File: src/rtl/cnn_sched_pkg.sv
// Shared types and default geometry for the conv2 frame scheduler.
package cnn_sched_pkg;

  typedef enum logic [2:0] {
    ST_IDLE,
    ST_FEED,
    ST_COMPUTE,
    ST_DONE,
    ST_ERR
  } sched_state_t;

  // 12x12 pooled layer-1 frame in, 4x4 pooled conv2 results out
  localparam int unsigned L2_IN_PIXELS  = 144;
  localparam int unsigned L2_OUT_PIXELS = 16;

endpackage

File: src/rtl/sched_watchdog.sv
// Idle-gap watchdog: counts cycles between kicks while run is high and
// flags when the gap reaches TIMEOUT_CYCLES-1.
module sched_watchdog #(
  parameter int unsigned TIMEOUT_CYCLES = 65535,
  parameter int unsigned CNT_W          = 16
) (
  input  logic clk,
  input  logic rst_n,
  input  logic kick,
  input  logic run,
  output logic expired
);

  logic [CNT_W-1:0] cnt;

  assign expired = run && (cnt == CNT_W'(TIMEOUT_CYCLES - 1));

  // Gap counter: cleared by a kick, otherwise advances while running
  always_ff @(posedge clk or negedge rst_n) begin
    if (!rst_n) begin
      cnt <= '0;
    end else if (kick) begin
      cnt <= '0;
    end else if (run && !expired) begin
      cnt <= cnt + 1'b1;
    end
  end

endmodule

File: src/rtl/cnn_frame_scheduler.sv
// Frame-level sequencer for the conv2 stage: admits one pooled frame per
// start, counts conv2 results, reports completion, drops and stalls.
// Optional build macro SCHED_PERF_EN adds a per-frame cycle counter.
module cnn_frame_scheduler
  import cnn_sched_pkg::*;
#(
  parameter int unsigned IN_PIXELS      = L2_IN_PIXELS,
  parameter int unsigned OUT_PIXELS     = L2_OUT_PIXELS,
  parameter int unsigned TIMEOUT_CYCLES = 65535,
  parameter int unsigned CNT_W          = 16
) (
  input  logic             clk,
  input  logic             rst_n,
  input  logic             start,
  input  logic             clear,
  input  logic             src_valid,
  output logic             l2_valid_in,
  input  logic             l2_out_valid,
  output logic             busy,
  output logic             frame_done,
  output logic             err_drop,
  output logic             timeout,
  output logic [CNT_W-1:0] drop_cnt,
  output logic [31:0]      frame_cycles
);

  localparam int unsigned IN_W  = (IN_PIXELS  > 1) ? $clog2(IN_PIXELS)  : 1;
  localparam int unsigned OUT_W = (OUT_PIXELS > 1) ? $clog2(OUT_PIXELS) : 1;

  sched_state_t     state;
  logic [IN_W-1:0]  in_cnt;
  logic [OUT_W-1:0] out_cnt;
  logic             in_feed;
  logic             in_comp;
  logic             busy_st;
  logic             drop;
  logic             kick;
  logic             expired;

  assign in_feed = (state == ST_FEED);
  assign in_comp = (state == ST_COMPUTE);
  assign busy_st = in_feed || in_comp;
  assign drop    = src_valid && !in_feed;
  assign kick    = ((state == ST_IDLE) && start) ||
                   (in_feed && src_valid) ||
                   (in_comp && l2_out_valid);

  // Data bypasses this block; only the valid is gated, with zero latency
  assign l2_valid_in = in_feed && src_valid;

  sched_watchdog #(
    .TIMEOUT_CYCLES (TIMEOUT_CYCLES),
    .CNT_W          (CNT_W)
  ) u_watchdog (
    .clk     (clk),
    .rst_n   (rst_n),
    .kick    (kick),
    .run     (busy_st),
    .expired (expired)
  );

  // Frame FSM with registered busy/frame_done/timeout; a counted event
  // takes priority over a watchdog expiry on the same edge
  always_ff @(posedge clk or negedge rst_n) begin
    if (!rst_n) begin
      state      <= ST_IDLE;
      in_cnt     <= '0;
      out_cnt    <= '0;
      busy       <= 1'b0;
      frame_done <= 1'b0;
      timeout    <= 1'b0;
    end else begin
      frame_done <= 1'b0;
      case (state)
        ST_IDLE: begin
          if (start) begin
            state   <= ST_FEED;
            in_cnt  <= '0;
            out_cnt <= '0;
            busy    <= 1'b1;
          end
        end
        ST_FEED: begin
          if (src_valid) begin
            if (in_cnt == IN_W'(IN_PIXELS - 1)) begin
              state <= ST_COMPUTE;
            end else begin
              in_cnt <= in_cnt + 1'b1;
            end
          end else if (expired) begin
            state   <= ST_ERR;
            busy    <= 1'b0;
            timeout <= 1'b1;
          end
        end
        ST_COMPUTE: begin
          if (l2_out_valid) begin
            if (out_cnt == OUT_W'(OUT_PIXELS - 1)) begin
              state      <= ST_DONE;
              busy       <= 1'b0;
              frame_done <= 1'b1;
            end else begin
              out_cnt <= out_cnt + 1'b1;
            end
          end else if (expired) begin
            state   <= ST_ERR;
            busy    <= 1'b0;
            timeout <= 1'b1;
          end
        end
        ST_DONE: begin
          state <= ST_IDLE;
        end
        ST_ERR: begin
          if (clear) begin
            state   <= ST_IDLE;
            timeout <= 1'b0;
          end
        end
        default: begin
          state   <= ST_IDLE;
          busy    <= 1'b0;
          timeout <= 1'b0;
        end
      endcase
    end
  end

  // Dropped-beat accounting; clear wins but still flags a beat it drops
  always_ff @(posedge clk or negedge rst_n) begin
    if (!rst_n) begin
      drop_cnt <= '0;
      err_drop <= 1'b0;
    end else if (clear) begin
      drop_cnt <= '0;
      err_drop <= drop;
    end else if (drop) begin
      err_drop <= 1'b1;
      if (drop_cnt != '1) begin
        drop_cnt <= drop_cnt + 1'b1;
      end
    end
  end

`ifdef SCHED_PERF_EN
  logic [31:0] perf_cnt;

  // Frame latency: restart on FEED entry, count busy cycles, latch in DONE
  always_ff @(posedge clk or negedge rst_n) begin
    if (!rst_n) begin
      perf_cnt     <= '0;
      frame_cycles <= '0;
    end else begin
      if ((state == ST_IDLE) && start) begin
        perf_cnt <= '0;
      end else if (busy_st) begin
        perf_cnt <= perf_cnt + 1'b1;
      end
      if (state == ST_DONE) begin
        frame_cycles <= perf_cnt;
      end
    end
  end
`else
  assign frame_cycles = '0;
`endif

endmodule

File: config.mk
export PLATFORM = sky130hd
export DESIGN_NAME = cnn_frame_scheduler
export DESIGN_NICKNAME = d
export VERILOG_FILES = /design/src/rtl/cnn_sched_pkg.sv /design/src/rtl/sched_watchdog.sv /design/src/rtl/cnn_frame_scheduler.sv
export SDC_FILE = /design/constraint.sdc
export NUM_CORES = 1
export LEC_CHECK = 0
export ABC_AREA = 0
export BUFFER_PORTS_ARGS = -buffer_cell sky130_fd_sc_hd__buf_4
export CAP_MARGIN = 5
export CORE_ASPECT_RATIO = 0.75
export CORE_UTILIZATION = 30
export DETAILED_ROUTE_END_ITERATION = 12
export PLACE_DENSITY = 0.48
export REMOVE_ABC_BUFFERS = 1
export SLEW_MARGIN = 20
export SYNTH_ARGS = -nofsm -noshare
export SYNTH_HDL_FRONTEND = slang
export SYNTH_SLANG_ARGS = --single-unit
File: constraint.sdc
create_clock -name clk -period 6.02 [get_ports clk]
set_clock_uncertainty 0.2 [all_clocks]
set_input_delay 1.204 -clock clk [delete_from_list [all_inputs] [get_ports clk]]
set_output_delay 1.204 -clock clk [all_outputs]
set_load 0.005 [all_outputs]
==> key figures <==
Hold path
  – Worst hold endpoint: busy
  – Number of cells traversed by the worst hold path: 1
  – Worst hold path startpoint: busy
  – Class of the most critical hold timing path: register to register

Detailed routing
  – Number of remaining DRC errors: 0
  – Detail-routed via count per cell: about 4.8
  – Amount of wire on met2 after detailed routing: 2532 um
  – Per-cell routed wire length: between 10 and 15 um
  – TritonRoute pass-1 iters: 4
  – Antenna Violating Nets Remaining: 0
  – DR WL met3: between 150 and 200 um
  – Routed length on met1: 3396 um
  – Violation count after the first detailed-route iteration: approximately 110
  – Highest metal layer with signal wires: met4
  – Vias after detailed routing: 2367
  – Total routed wirelength: 6135 um

Synthesis
  – Post-Synthesis Cell Area: 3047 um2
  – Async S/R FF share, synth: 1.000
  – Synthesized area per cell: between 8 and 9 um2
  – Number of library cell types mapped by synthesis: 52
  – Most frequently used flop master after synthesis: sky130_fd_sc_hd__dfrtp_1
  – Yosys warning total: 0
  – Number of flip-flops and latches in the synthesized netlist: 51
  – Post-synth EDFFs: 0
  – Synthesized netlist cell count: ~340
  – Seq/Total Area, Yosys: 0.4189

CTS
  – CTS sink cnt: slightly above 50
  – Post-CTS Setup Bufs: 0
  – Post-cts gate resize count: 0
  – Clock input transition at the sequential cells of the worst setup and hold paths: ~0.070 ns
  – Max Buffers Root-to-Sink: 2
  – H-Tree Depth: 2
  – CTS tree: done
  – Clock buffers created by TritonCTS: 5
  – Cts hold-fix bufs: 0
  – Root cell of the clock tree: sky130_fd_sc_hd__clkbuf_16
  – Clock latency of the later-clocked register in the worst-skew pair: between 0.2 and 0.3 ns

STA
  – Max Fclk: between 300 and 400 MHz
  – Number of hold-slack violations in the final timing report: 0
  – Worst hold slack: roughly 0.3 ns
  – Transition time of the tightest slew-check pin: around 0.87 ns
  – Number of pins with negative max-slew slack in the final report: 0
  – Worst slew margin relative to its limit: 0.4189
  – RSZ-0062 raised after global routing: false
  – Shortest clock period the worst path allows after layout: about 3.1 ns
  – Crit share post-route: 0.5134
  – Post-Route Setup TNS: 0 ns
  – Finish-stage setup viols: 0

GRT
  – GRT overflow: 0
  – Pin count of the biggest net entering global routing: 52
  – Global-route wire length before repair: around 10000 um
  – Number of global-route vias before repair: 2128
  – GRT Resource Usage Total: 0.1227
  – Antenna violations before repair: 0

Critical path
  – Arrival time at the worst endpoint: 1.69 ns
  – Most frequent cell on the critical path: sky130_fd_sc_hd__buf_4
  – Worst path cell trace: buf_4 -> and3_1 -> buf_4
  – Required time of the critical path: approximately 4.6 ns
  – Critical path's top delay family: buffers and inverters
  – Crit Path Category: input port to output port
  – Number of buffer and inverter instances along the worst setup path: 2
  – Reg-to-reg critical path endpoint: busy
  – Category of the worst setup path capture point: output port
  – Source of the worst register-to-register timing path: u_watchdog.cnt[0]
  – Critical path fanouts, max: 8
  – Slowest-stage cell, CP: sky130_fd_sc_hd__and3_1
  – Worst reg2reg path depth: 7
  – Biggest cell delay along the critical path: about 0.20 ns
  – Register-to-Register Setup Slack: approximately 3.5 ns
  – Worst setup SP type: input port

Floorplanning
  – Placement row count: 31
  – Initial cell density of the core: 0.3117
  – # IOs: 59
  – Floorplan die area: about 11000 um2
  – Area of the core: 9774 um2
  – Y dimension of the die: 89.28 um
  – Chip width: about 120 um

Run
  – Maxcap violations: 0

Finish
  – Layout Nets: 376
  – Final core utilization: 0.3479
  – Inserted Diodes: 0
  – Area delta synth->final: 11.62%
  – Fraction of final layout cells sized beyond drive strength 1: 0.1257
  – Count of fill cells added during filler insertion: between 1k and 1.5k

Power
  – Cell Pwr Density: between 200 and 300 nW/um2
  – Power after layout: a little over 1 mW
  – Static leakage power: roughly 1.5 nW
  – Worst IR Drop VDD: approximately 0.14 mV

Placement
  – HPWL after detailed placement: roughly 4400 um
  – RD Place Congestion: roughly 0.77
  – Count of input and output buffers: 26

Run status
  – Run status: completed
[worst reg2reg max path, delay by kind of cell (launching register included)]
kind | cells | cell delay [ns]
and+or+nand+nor | 3 | 1.00
AOI/OAI and AO/OA | 2 | 0.53
DFF | 1 | 0.44
adders and majority gates | 1 | 0.14
buffers and inverters | 1 | 0.08
[state kept, by name, indices dropped and copies added, names as in the netlist]
name,count
busy,1
drop_cnt,16
err_drop,1
frame_done,1
in_cnt,8
out_cnt,4
state,3
timeout,1
u_watchdog.cnt,16
[where the power goes]
part           total [mW]  internal [mW]  switching [mW]
combinational       0.279          0.118           0.162
clock               0.285          0.156           0.129
sequential          0.454          0.387          0.0674
[stage by stage]
stage,setup WS (ns),cell area (um2),std cells
2_1_floorplan,3.249,2872,330
3_3_place_gp,2.918,3247,490
3_5_place_dp,2.922,3247,490
4_1_cts,2.922,3396,498
5_1_grt,2.898,3401,498
6_report,2.929,3401,498
[cells by family after synthesis]
kind of cell | share of synthesized area
AND/OR/NAND/NOR | 0.2669
adder cells (fa/ha/maj) | 0.02053
AO/OA/AOI/OAI | 0.09775
buffers and inverters | 0.1018
multiplexers | 0.003696
other | 0.001231
flip-flops | 0.4189
XOR/XNOR | 0.08912
[per-layer routing]
metal  up-vias  global-route usage
met2        49              0.1807
met5         -                   0
met3         2             0.02168
met4         0             0.03380
li1       1176                   -
met1      1140              0.1832
[cells in the mapped netlist, types with 2 or more instances]
cell                         n  area [um2]
sky130_fd_sc_hd__nand3_1    22       110.1
sky130_fd_sc_hd__nand4_1    12       75.07
sky130_fd_sc_hd__o21ai_0    15       75.07
sky130_fd_sc_hd__xnor2_1    13       113.9
sky130_fd_sc_hd__or2_2       2       12.51
sky130_fd_sc_hd__a21o_1      3       22.52
sky130_fd_sc_hd__nor4_1      5       31.28
sky130_fd_sc_hd__o41ai_1     2       17.52
sky130_fd_sc_hd__buf_2       2       10.01
sky130_fd_sc_hd__a21oi_1    12       60.06
sky130_fd_sc_hd__inv_1       5       18.77
sky130_fd_sc_hd__nor2_1     51       191.4
sky130_fd_sc_hd__a31oi_1     3       18.77
sky130_fd_sc_hd__xor2_1     18       157.7
sky130_fd_sc_hd__nor2b_1     4       25.02
sky130_fd_sc_hd__dfrtp_1    51        1276
sky130_fd_sc_hd__o2111ai_1   2       17.52
sky130_fd_sc_hd__a211oi_1    2       15.01
sky130_fd_sc_hd__or3_1       5       31.28
sky130_fd_sc_hd__nor4b_1     2       17.52
sky130_fd_sc_hd__and3_1      6       37.54
sky130_fd_sc_hd__clkbuf_1    8       30.03
sky130_fd_sc_hd__nand2_1    21       78.83
sky130_fd_sc_hd__ha_1        5       62.56
sky130_fd_sc_hd__o211ai_1    2       15.01
sky130_fd_sc_hd__nand2b_1    3       18.77
sky130_fd_sc_hd__nor3_1      8       40.04
sky130_fd_sc_hd__nand4b_1    2       17.52
sky130_fd_sc_hd__and2_1      2       12.51
sky130_fd_sc_hd__buf_4      32       240.2
[layout by cell type, fill, tap and decap left out, types with 6 or more instances in the layout]
| master | instances |
|---|---|
| sky130_fd_sc_hd__and3_1 | 6 |
| sky130_fd_sc_hd__nand3_1 | 22 |
| sky130_fd_sc_hd__buf_4 | 28 |
| sky130_fd_sc_hd__dfrtp_1 | 51 |
| sky130_fd_sc_hd__xnor2_1 | 13 |
| sky130_fd_sc_hd__xor2_1 | 18 |
| sky130_fd_sc_hd__nand4_1 | 12 |
| sky130_fd_sc_hd__a21oi_1 | 12 |
| sky130_fd_sc_hd__nor3_1 | 7 |
| sky130_fd_sc_hd__o21ai_0 | 15 |
| sky130_fd_sc_hd__conb_1 | 32 |
| sky130_fd_sc_hd__nand2_1 | 21 |
| sky130_fd_sc_hd__nor2_1 | 51 |
[cell type report]
cell class,instances,area (um2),area share
Multi-Input combinational cell,274,1582,0.4650
Clock inverter,3,23.77,0.006990
Tap cell,132,165.2,0.04857
Clock buffer,5,125.1,0.03679
Inverter,5,18.77,0.005519
Timing Repair Buffer,28,210.2,0.06181
Sequential cell,51,1276,0.3753
[worst max-delay path by stage]
stage,slack [ns],start,to,depth (start not counted)
6_report,2.93,src_valid,l2_valid_in,3
5_1_grt,2.90,src_valid,l2_valid_in,3
4_1_cts,2.92,src_valid,l2_valid_in,3
3_5_place_dp,2.92,src_valid,l2_valid_in,3
3_3_place_gp,2.92,src_valid,l2_valid_in,3
2_1_floorplan,3.25,src_valid,l2_valid_in,1
Note: power is estimated with default switching activity, not from simulation.
